`config.mk`:
```
export PLATFORM = sky130hd
export DESIGN_NAME = sel_mux_rr
export DESIGN_NICKNAME = d
export VERILOG_FILES = /design/src/rtl/sel_mux_pkg.sv /design/src/rtl/rr_arbiter.sv /design/src/rtl/sel_mux_rr.sv
export SDC_FILE = /design/constraint.sdc
export NUM_CORES = 1
export LEC_CHECK = 0
export BUFFER_PORTS_ARGS = -buffer_cell sky130_fd_sc_hd__buf_4
export CAP_MARGIN = 0
export CORE_UTILIZATION = 45
export DETAILED_ROUTE_END_ITERATION = 6
export GPL_TIMING_DRIVEN = 1
export PLACE_DENSITY_LB_ADDON = 0.08
export SLEW_MARGIN = 15
export SYNTH_ARGS = -nofsm -noshare
export SYNTH_HDL_FRONTEND = slang
export SYNTH_SLANG_ARGS = --single-unit
export TNS_END_PERCENT = 100
```
`constraint.sdc`:
```
create_clock -name clk -period 5.25 [get_ports clk]
set_input_delay 1.05 -clock clk [delete_from_list [all_inputs] [get_ports clk]]
set_output_delay 1.05 -clock clk [all_outputs]
set_load 0.02 [all_outputs]
```
`src/rtl/sel_mux_pkg.sv`:
```
// Shared constants for the registered operand selector.
// Mode encodings only; widths live on the modules.
package sel_mux_pkg;

  localparam logic MODE_FIXED = 1'b0;
  localparam logic MODE_RR    = 1'b1;

endpackage

```
`src/rtl/rr_arbiter.sv`:
```
// Combinational rotating-priority arbiter.
// Search starts one past ptr and wraps modulo NUM_IN.
module rr_arbiter #(
  parameter int NUM_IN = 4,
  parameter int SEL_W  = $clog2(NUM_IN)
) (
  input  logic [NUM_IN-1:0] req,
  input  logic [SEL_W-1:0]  ptr,
  output logic [SEL_W-1:0]  gnt,
  output logic              gnt_vld
);

  always_comb begin
    gnt     = '0;
    gnt_vld = 1'b0;
    // Walk farthest-first so the nearest requester wins last.
    for (int k = NUM_IN; k >= 1; k--) begin
      for (int j = 0; j < NUM_IN; j++) begin
        if (j == (int'(ptr) + k) % NUM_IN && req[j]) begin
          gnt     = SEL_W'(j);
          gnt_vld = 1'b1;
        end
      end
    end
  end

endmodule

```
`src/rtl/sel_mux_rr.sv`:
```
// Registered N:1 operand selector, fixed or round-robin,
// with valid/ready on every input and on the output.
module sel_mux_rr
  import sel_mux_pkg::*;
#(
  parameter int WIDTH  = 6,
  parameter int NUM_IN = 4,
  parameter int SEL_W  = $clog2(NUM_IN)
) (
  input  logic                    clk,
  input  logic                    rst_n,
  input  logic                    mode,
  input  logic [SEL_W-1:0]        sel,
  input  logic [NUM_IN*WIDTH-1:0] in_data,
  input  logic [NUM_IN-1:0]       in_valid,
  output logic [NUM_IN-1:0]       in_ready,
  output logic [WIDTH-1:0]        out_data,
  output logic [SEL_W-1:0]        out_src,
  output logic                    out_valid,
  input  logic                    out_ready
);

  localparam int PAD = 2**SEL_W;
  localparam logic [SEL_W:0] NUM_L = (SEL_W+1)'(NUM_IN);

  logic [SEL_W-1:0] ptr;
  logic [SEL_W-1:0] gnt;
  logic [SEL_W-1:0] rrGnt;
  logic             rrVld;
  logic             fixVld;
  logic             gntVld;
  logic             load;
  logic [PAD-1:0]   validPad;
  logic [WIDTH-1:0] gntData;

  assign load     = !out_valid || out_ready;
  assign validPad = PAD'(in_valid);
  // Padding bits are zero, but keep the range check explicit.
  assign fixVld   = ({1'b0, sel} < NUM_L) && validPad[sel];

  rr_arbiter #(
    .NUM_IN(NUM_IN),
    .SEL_W (SEL_W)
  ) uArb (
    .req    (in_valid),
    .ptr    (ptr),
    .gnt    (rrGnt),
    .gnt_vld(rrVld)
  );

  always_comb begin
    gnt    = sel;
    gntVld = fixVld;
    if (mode == MODE_RR) begin
      gnt    = rrGnt;
      gntVld = rrVld;
    end
  end

  always_comb begin
    gntData = '0;
    for (int i = 0; i < NUM_IN; i++) begin
      if (gnt == SEL_W'(i)) gntData = in_data[i*WIDTH +: WIDTH];
    end
  end

  always_comb begin
    in_ready = '0;
    for (int i = 0; i < NUM_IN; i++) begin
      in_ready[i] = load && gntVld && (gnt == SEL_W'(i));
    end
  end

  always_ff @(posedge clk or negedge rst_n) begin
    if (!rst_n) begin
      out_valid <= 1'b0;
      out_data  <= '0;
      out_src   <= '0;
    end else if (load) begin
      out_valid <= gntVld;
      if (gntVld) begin
        out_data <= gntData;
        out_src  <= gnt;
      end
    end
  end

  // Only round-robin transfers move the pointer.
  always_ff @(posedge clk or negedge rst_n) begin
    if (!rst_n) begin
      ptr <= SEL_W'(NUM_IN - 1);
    end else if (load && gntVld && mode == MODE_RR) begin
      ptr <= gnt;
    end
  end

endmodule

```
# Yosys cells after proc, flatten, opt, wreduce, memory -nomap -nowiden
# Cells that the tools add are included.
[totals]
ram_bits = 0
n_memories = 0
latch_bits = 0
in_bits = 34
elab_cells = 101
output_inout_bits = 13
romBits = 0
ff_bits = 11
[op_classes]
magnitude_cmp = 1
n_shift = 0
n_bitwise = 4
n_eq_ne = 15
reduce_logical = 34
n_div = 0
multipliers = 0
addsub = 4
muxes = 39
[op_table]
columns = ["op", "count"]
rows = [
  ["zero test 32 bit", 4],
  ["2-to-1 mux 2 bit", 15],
  ["== test 3 bit (first input constant)", 8],
  ["2-to-1 mux 6 bit", 4],
  ["logical AND 1 bit", 22],
  ["2-to-1 mux 1 bit", 19],
  ["== test 2 x 3 -> 1 bit (first input constant)", 4],
  ["OR reduction 2 bit", 4],
  ["adder 2 x 1 -> 2 bit (second input constant)", 2],
  ["adder 2 bit (second input constant)", 2],
  ["AND 1 bit (first input constant)", 4],
  ["== test 2 bit (second input constant)", 2],
  ["< comparator 2 x 3 -> 1 bit (second input constant)", 1],
  ["binary-select mux 1 bit (select 2 bit)", 1],
  ["== test 2 x 1 -> 1 bit (second input constant)", 1],
  ["zero test 2 bit", 1],
  ["AND reduction 2 bit", 1],
  ["zero test 1 bit", 1],
  ["logical OR 1 bit", 1],
]

# Depth between registers and ports, before layout
[depth]
ltp_word = 26
depth_mapped = 6
depth_no_buf = 5

# By module
# A second synthesis with hierarchy kept.
[unflattened]
cells_unflattened = 59
area_unflattened_um2 = 760.7
[modules_own_cells]
columns = ["module", "seq_area_each_um2", "instances", "cells_each", "area_per_inst_um2"]
rows = [
  ["sel_mux_rr", 277.8, 1, 45, 679.4],
  ["rr_arbiter", 0.0, 1, 14, 81.3],
]

# Least setup slack after synthesis
# Ideal clock, no wire load.
[synth_timing]
path_type = "input port to output port"
from = "input mode"
to = "output in_ready[0]"
required_time_ns = 4.200
path_buffers = 1
setup_slack_ns = 1.784
cell_stages = 6
t_arrival_ns = 2.416
cell_sequence = "buf_4 o22a_2 nor2_1 o211ai_1 nand2_1 nor3_1"
[synth_between]
elab_chain_len = 3
word_cells_on_any_way = 5
cone_classes = "2 x mux; 3 x reduce/logical"
[synth_lines]
columns = ["element", "line_no", "rtl"]
rows = [
  ["from (decl)", "sel_mux_rr.sv:12", "input logic mode,"],
  ["2-to-1 mux 2 bit or 2-to-1 mux 1 bit (tied branches)", "sel_mux_rr.sv:54", "if (mode == MODE_RR) begin"],
  ["zero test 2 bit or logical AND 1 bit (tied branches)", "sel_mux_rr.sv:70", "in_ready[i] = load && gntVld && (gnt == SEL_W'(i));"],
  ["logical AND 1 bit (*)", "sel_mux_rr.sv:70", ""],
  ["to (decl)", "sel_mux_rr.sv:16", "output logic [NUM_IN-1:0] in_ready,"],
]
# Every way passes the cells marked *; elsewhere a longest branch is shown, timed or not.

# Worst setup path after layout
[layout_timing]
from = "input in_valid[2]"
to = "output in_ready[1]"
[layout_between]
elab_chain_len = 18
word_cells_on_any_way = 39
cone_classes = "1 x eq/ne; 32 x mux; 6 x reduce/logical"
[layout_lines]
columns = ["element", "line_no", "rtl"]
rows = [
  ["from (decl)", "sel_mux_rr.sv:15", "input logic [NUM_IN-1:0] in_valid,"],
  ["logical AND 1 bit", "rr_arbiter.sv:19", "if (j == (int'(ptr) + k) % NUM_IN && req[j]) begin"],
  ["2-to-1 mux 2 bit or 2-to-1 mux 1 bit (tied branches) (14 in a row)", "rr_arbiter.sv:19", ""],
  ["2-to-1 mux 2 bit or 2-to-1 mux 1 bit (tied branches)", "sel_mux_rr.sv:54", ""],
  ["== test 2 x 1 -> 1 bit or logical AND 1 bit (tied branches)", "sel_mux_rr.sv:70", ""],
  ["logical AND 1 bit (*)", "sel_mux_rr.sv:70", ""],
]
# Every way passes the cells marked *; elsewhere a longest branch is shown, timed or not. The select of a mux whose other input is x is not followed.

==> results.sh <==
export IMPL_worstHoldStart="out_data[5]"
export IMPL_min_to="out_data[5]"
export IMPL_cts_sink_count=11
export IMPL_grt_setup_unrepaired="false"
export IMPL_gr_total_overflow=0
export IMPL_numCtsBuffers=3
export IMPL_status="finished clean"
export IMPL_r2r_end="out_data[4]"
export IMPL_cts_resized=0
export IMPL_crit_arrival_ns=2.73
export IMPL_max_cap_violations=0
export IMPL_ctsLongestPathBuffers=2
export IMPL_cpPeakStageDelay_ns=0.55
export IMPL_place_ws_ns=1.460
export IMPL_p_leak_uw=0.0005261
export IMPL_path_common_cell="buf_4"
export IMPL_clkLatencyLatePin_ns=0.26
export IMPL_hold_buffers=0
export IMPL_setup_tns_ns=0
export IMPL_start_kind="input port"
export IMPL_critPathTopFamily="compound AO/OA/AOI/OAI gates"
export IMPL_grt_pass1_vias=871
export IMPL_min_period_over_period=0.7203
export IMPL_syn_avg_cell_area_um2=11.24
export IMPL_fp_dieW_um=43.22
export IMPL_syn_num_nets=102
export IMPL_die_h_um=43.22
export IMPL_path_max_fanout=10
export IMPL_drv_slew=0
export IMPL_drive_above_1_share=0.5913
export IMPL_peakVddDrop_mv=0.1743
export IMPL_vias_per_cell=5.931
export IMPL_tightest_slew_ns=0.5522
export IMPL_grt_max_degree=12
export IMPL_fin_crit_ns=3.782
export IMPL_hold_viol=0
export IMPL_htree_levels=1
export IMPL_worst_ep_required_time_ns=4.20
export IMPL_powerDensity_mw_per_mm2=334.1
export IMPL_reg2reg_depth=5
export IMPL_slew_headroom=0.6314
export IMPL_antenna_found_initial=0
export IMPL_nets=150
export IMPL_dieArea_mm2=0.001868
export IMPL_r2r_start="ptr[0]"
export IMPL_ios=47
export IMPL_placed_cell_area_mm2=0.001107
export IMPL_crit_buf_inv=3
export IMPL_placementRows=14
export IMPL_cts_tree="built"
export IMPL_holdPathStages=1
export IMPL_initial_core_util=0.4959
export IMPL_synth_area_um2=764.5
export IMPL_yosys_cell_types_count=27
export IMPL_fin_ws_ns=1.468
export IMPL_crit_chain="buf_4 -> nand2b_1 -> o32ai_1 -> o32a_1 -> inv_1 -> nor3_1 -> buf_4"
export IMPL_grt_pass1_wl_um=3505
export IMPL_clk_pin_slew_ns=0.07
export IMPL_drc=0
export IMPL_fin_area_mm2=0.001134
export IMPL_dp_hpwl_um=1552
export IMPL_portBuffers=46
export IMPL_synthCells=68
export IMPL_rrSetupSlack_ns=2.74
export IMPL_setup_worst_path_class="in -> out"
export IMPL_n_antenna_cell=0
export IMPL_num_vias=777
export IMPL_coreArea_mm2=0.001541
export IMPL_end_kind="primary output"
export IMPL_postRouteAntennaNets=0
export IMPL_post_cts_buffers=0
export IMPL_first_pass_iters=4
export IMPL_area_growth_pct=48.28
export IMPL_track_usage=0.2504
export IMPL_cts_root_buf="clkbuf_4"
export IMPL_drtIter0Drc=15
export IMPL_worstHoldPathType="reg -> reg"
export IMPL_ys_seq_area_frac=0.3633
export IMPL_drt_wl_total_um=2019
export IMPL_place_gp_congestion=0.8459
export IMPL_setup_violations=0
export IMPL_clock_fmax_ghz=0.2644
export IMPL_ys_ff_latch=11
export IMPL_wire_per_inst_um=15.41
export IMPL_worst_clock_skew_ns=0.001595
export IMPL_slowest_stage="o32a_1"
export IMPL_nFillCells=115
export IMPL_yosys_warnings=0
-- worst max-delay path by stage --
stage / startpoint / endpoint / slack (ns) / cells past startpoint
finish: in_valid[2] / in_ready[1] / 1.47 / 7
global route: in_valid[2] / in_ready[1] / 1.27 / 7
CTS: in_valid[2] / in_ready[1] / 1.46 / 7
detailed placement: in_valid[2] / in_ready[1] / 1.46 / 7
global placement: in_valid[2] / in_ready[1] / 1.55 / 7
floorplan: mode / in_ready[0] / 1.78 / 6
-- flip-flops by register name (all words and copies together), names as in the netlist --
signal and count:
out_data 6, out_src 2, out_valid 1, ptr 2
-- cells in the mapped netlist --
| master | count | area, um2 |
|---|---|---|
| nand3_1 | 1 | 5.000 |
| nand2b_1 | 6 | 37.54 |
| nand3b_1 | 2 | 15.01 |
| nor2_1 | 6 | 22.52 |
| o32a_1 | 2 | 20.02 |
| o21ai_0 | 2 | 10.01 |
| mux4_2 | 6 | 135.1 |
| a31oi_1 | 3 | 18.77 |
| a21bo_2 | 1 | 10.01 |
| mux2_2 | 7 | 78.83 |
| o32ai_1 | 1 | 8.760 |
| o211ai_1 | 1 | 7.510 |
| and3_1 | 2 | 12.51 |
| a22o_1 | 1 | 8.760 |
| nand2_2 | 1 | 6.260 |
| a21oi_1 | 3 | 15.01 |
| buf_6 | 1 | 11.26 |
| nand2_1 | 1 | 3.750 |
| o22a_2 | 1 | 10.01 |
| nor2b_2 | 1 | 8.760 |
| buf_4 | 1 | 7.510 |
| dfstp_2 | 2 | 52.55 |
| clkbuf_1 | 1 | 3.750 |
| dfrtp_1 | 9 | 225.2 |
| o21bai_1 | 1 | 7.510 |
| inv_1 | 2 | 7.510 |
| nor3_1 | 3 | 15.01 |
-- metal layers --
metal | track usage | vias up | share of wire
met4 | 0.09091 | 0 | 0.0035
met1 | 0.2740 | 389 | 0.38
met5 | 0 | - | 0
met3 | 0.05532 | 2 | 0.060
met2 | 0.4627 | 33 | 0.55
li1 | - | 353 | -
-- logic make-up after synthesis --
group / share of synthesized area
AOI/OAI and AO/OA: 0.1522
buffers and inverters: 0.03928
DFF: 0.3633
muxes: 0.2799
and+or+nand+nor: 0.1653
-- report_power, final --
part	total (uW)	internal (uW)	switching, uW
Sequential	133	114	18.5
Combinational	187	97.7	89.0
Clock	59.3	29.3	30.0
Total	379	241	138
-- worst reg2reg max path: stages (launching register included) --
cell	delay, ns
dfstp_2	0.57
inv_1	0.05
o32ai_1	0.38
o32a_1	0.56
mux4_2	0.57
mux2_2	0.27
-- layout make-up --
cell class | instances | area (um2) | area share
multi-input combinational | 52 | 456.7 | 0.4029
timing repair buffer | 46 | 345.3 | 0.3046
sequential | 11 | 277.8 | 0.2450
clock buffer | 4 | 26.28 | 0.02318
tap | 16 | 20.02 | 0.01766
inverter | 2 | 7.507 | 0.006623
-- metrics by stage --
step / utilization / hold WS (ns) / power [uW] / instances
detailed placement: 0.7183 / 0.4923 / 320.3 / 127
finish: 0.7354 / 0.5141 / 378.8 / 131
global placement: 0.7183 / 0.4743 / 313.5 / 127
CTS: 0.7354 / 0.5177 / 381.1 / 131
floorplan: - / 0.5347 / 244.7 / 68
global route: 0.7354 / 0.5331 / 401.0 / 131
-- layout by cell type (no fill, tap or decap), types with 3 or more instances in the layout --
cell / n
nor3_1: 3
clkbuf_4: 3
mux4_2: 6
dfrtp_1: 9
nand2b_1: 6
mux2_2: 7
a31oi_1: 3
nor2_1: 6
a21oi_1: 3
buf_4: 46
Note: power is estimated with default switching activity, not from simulation.
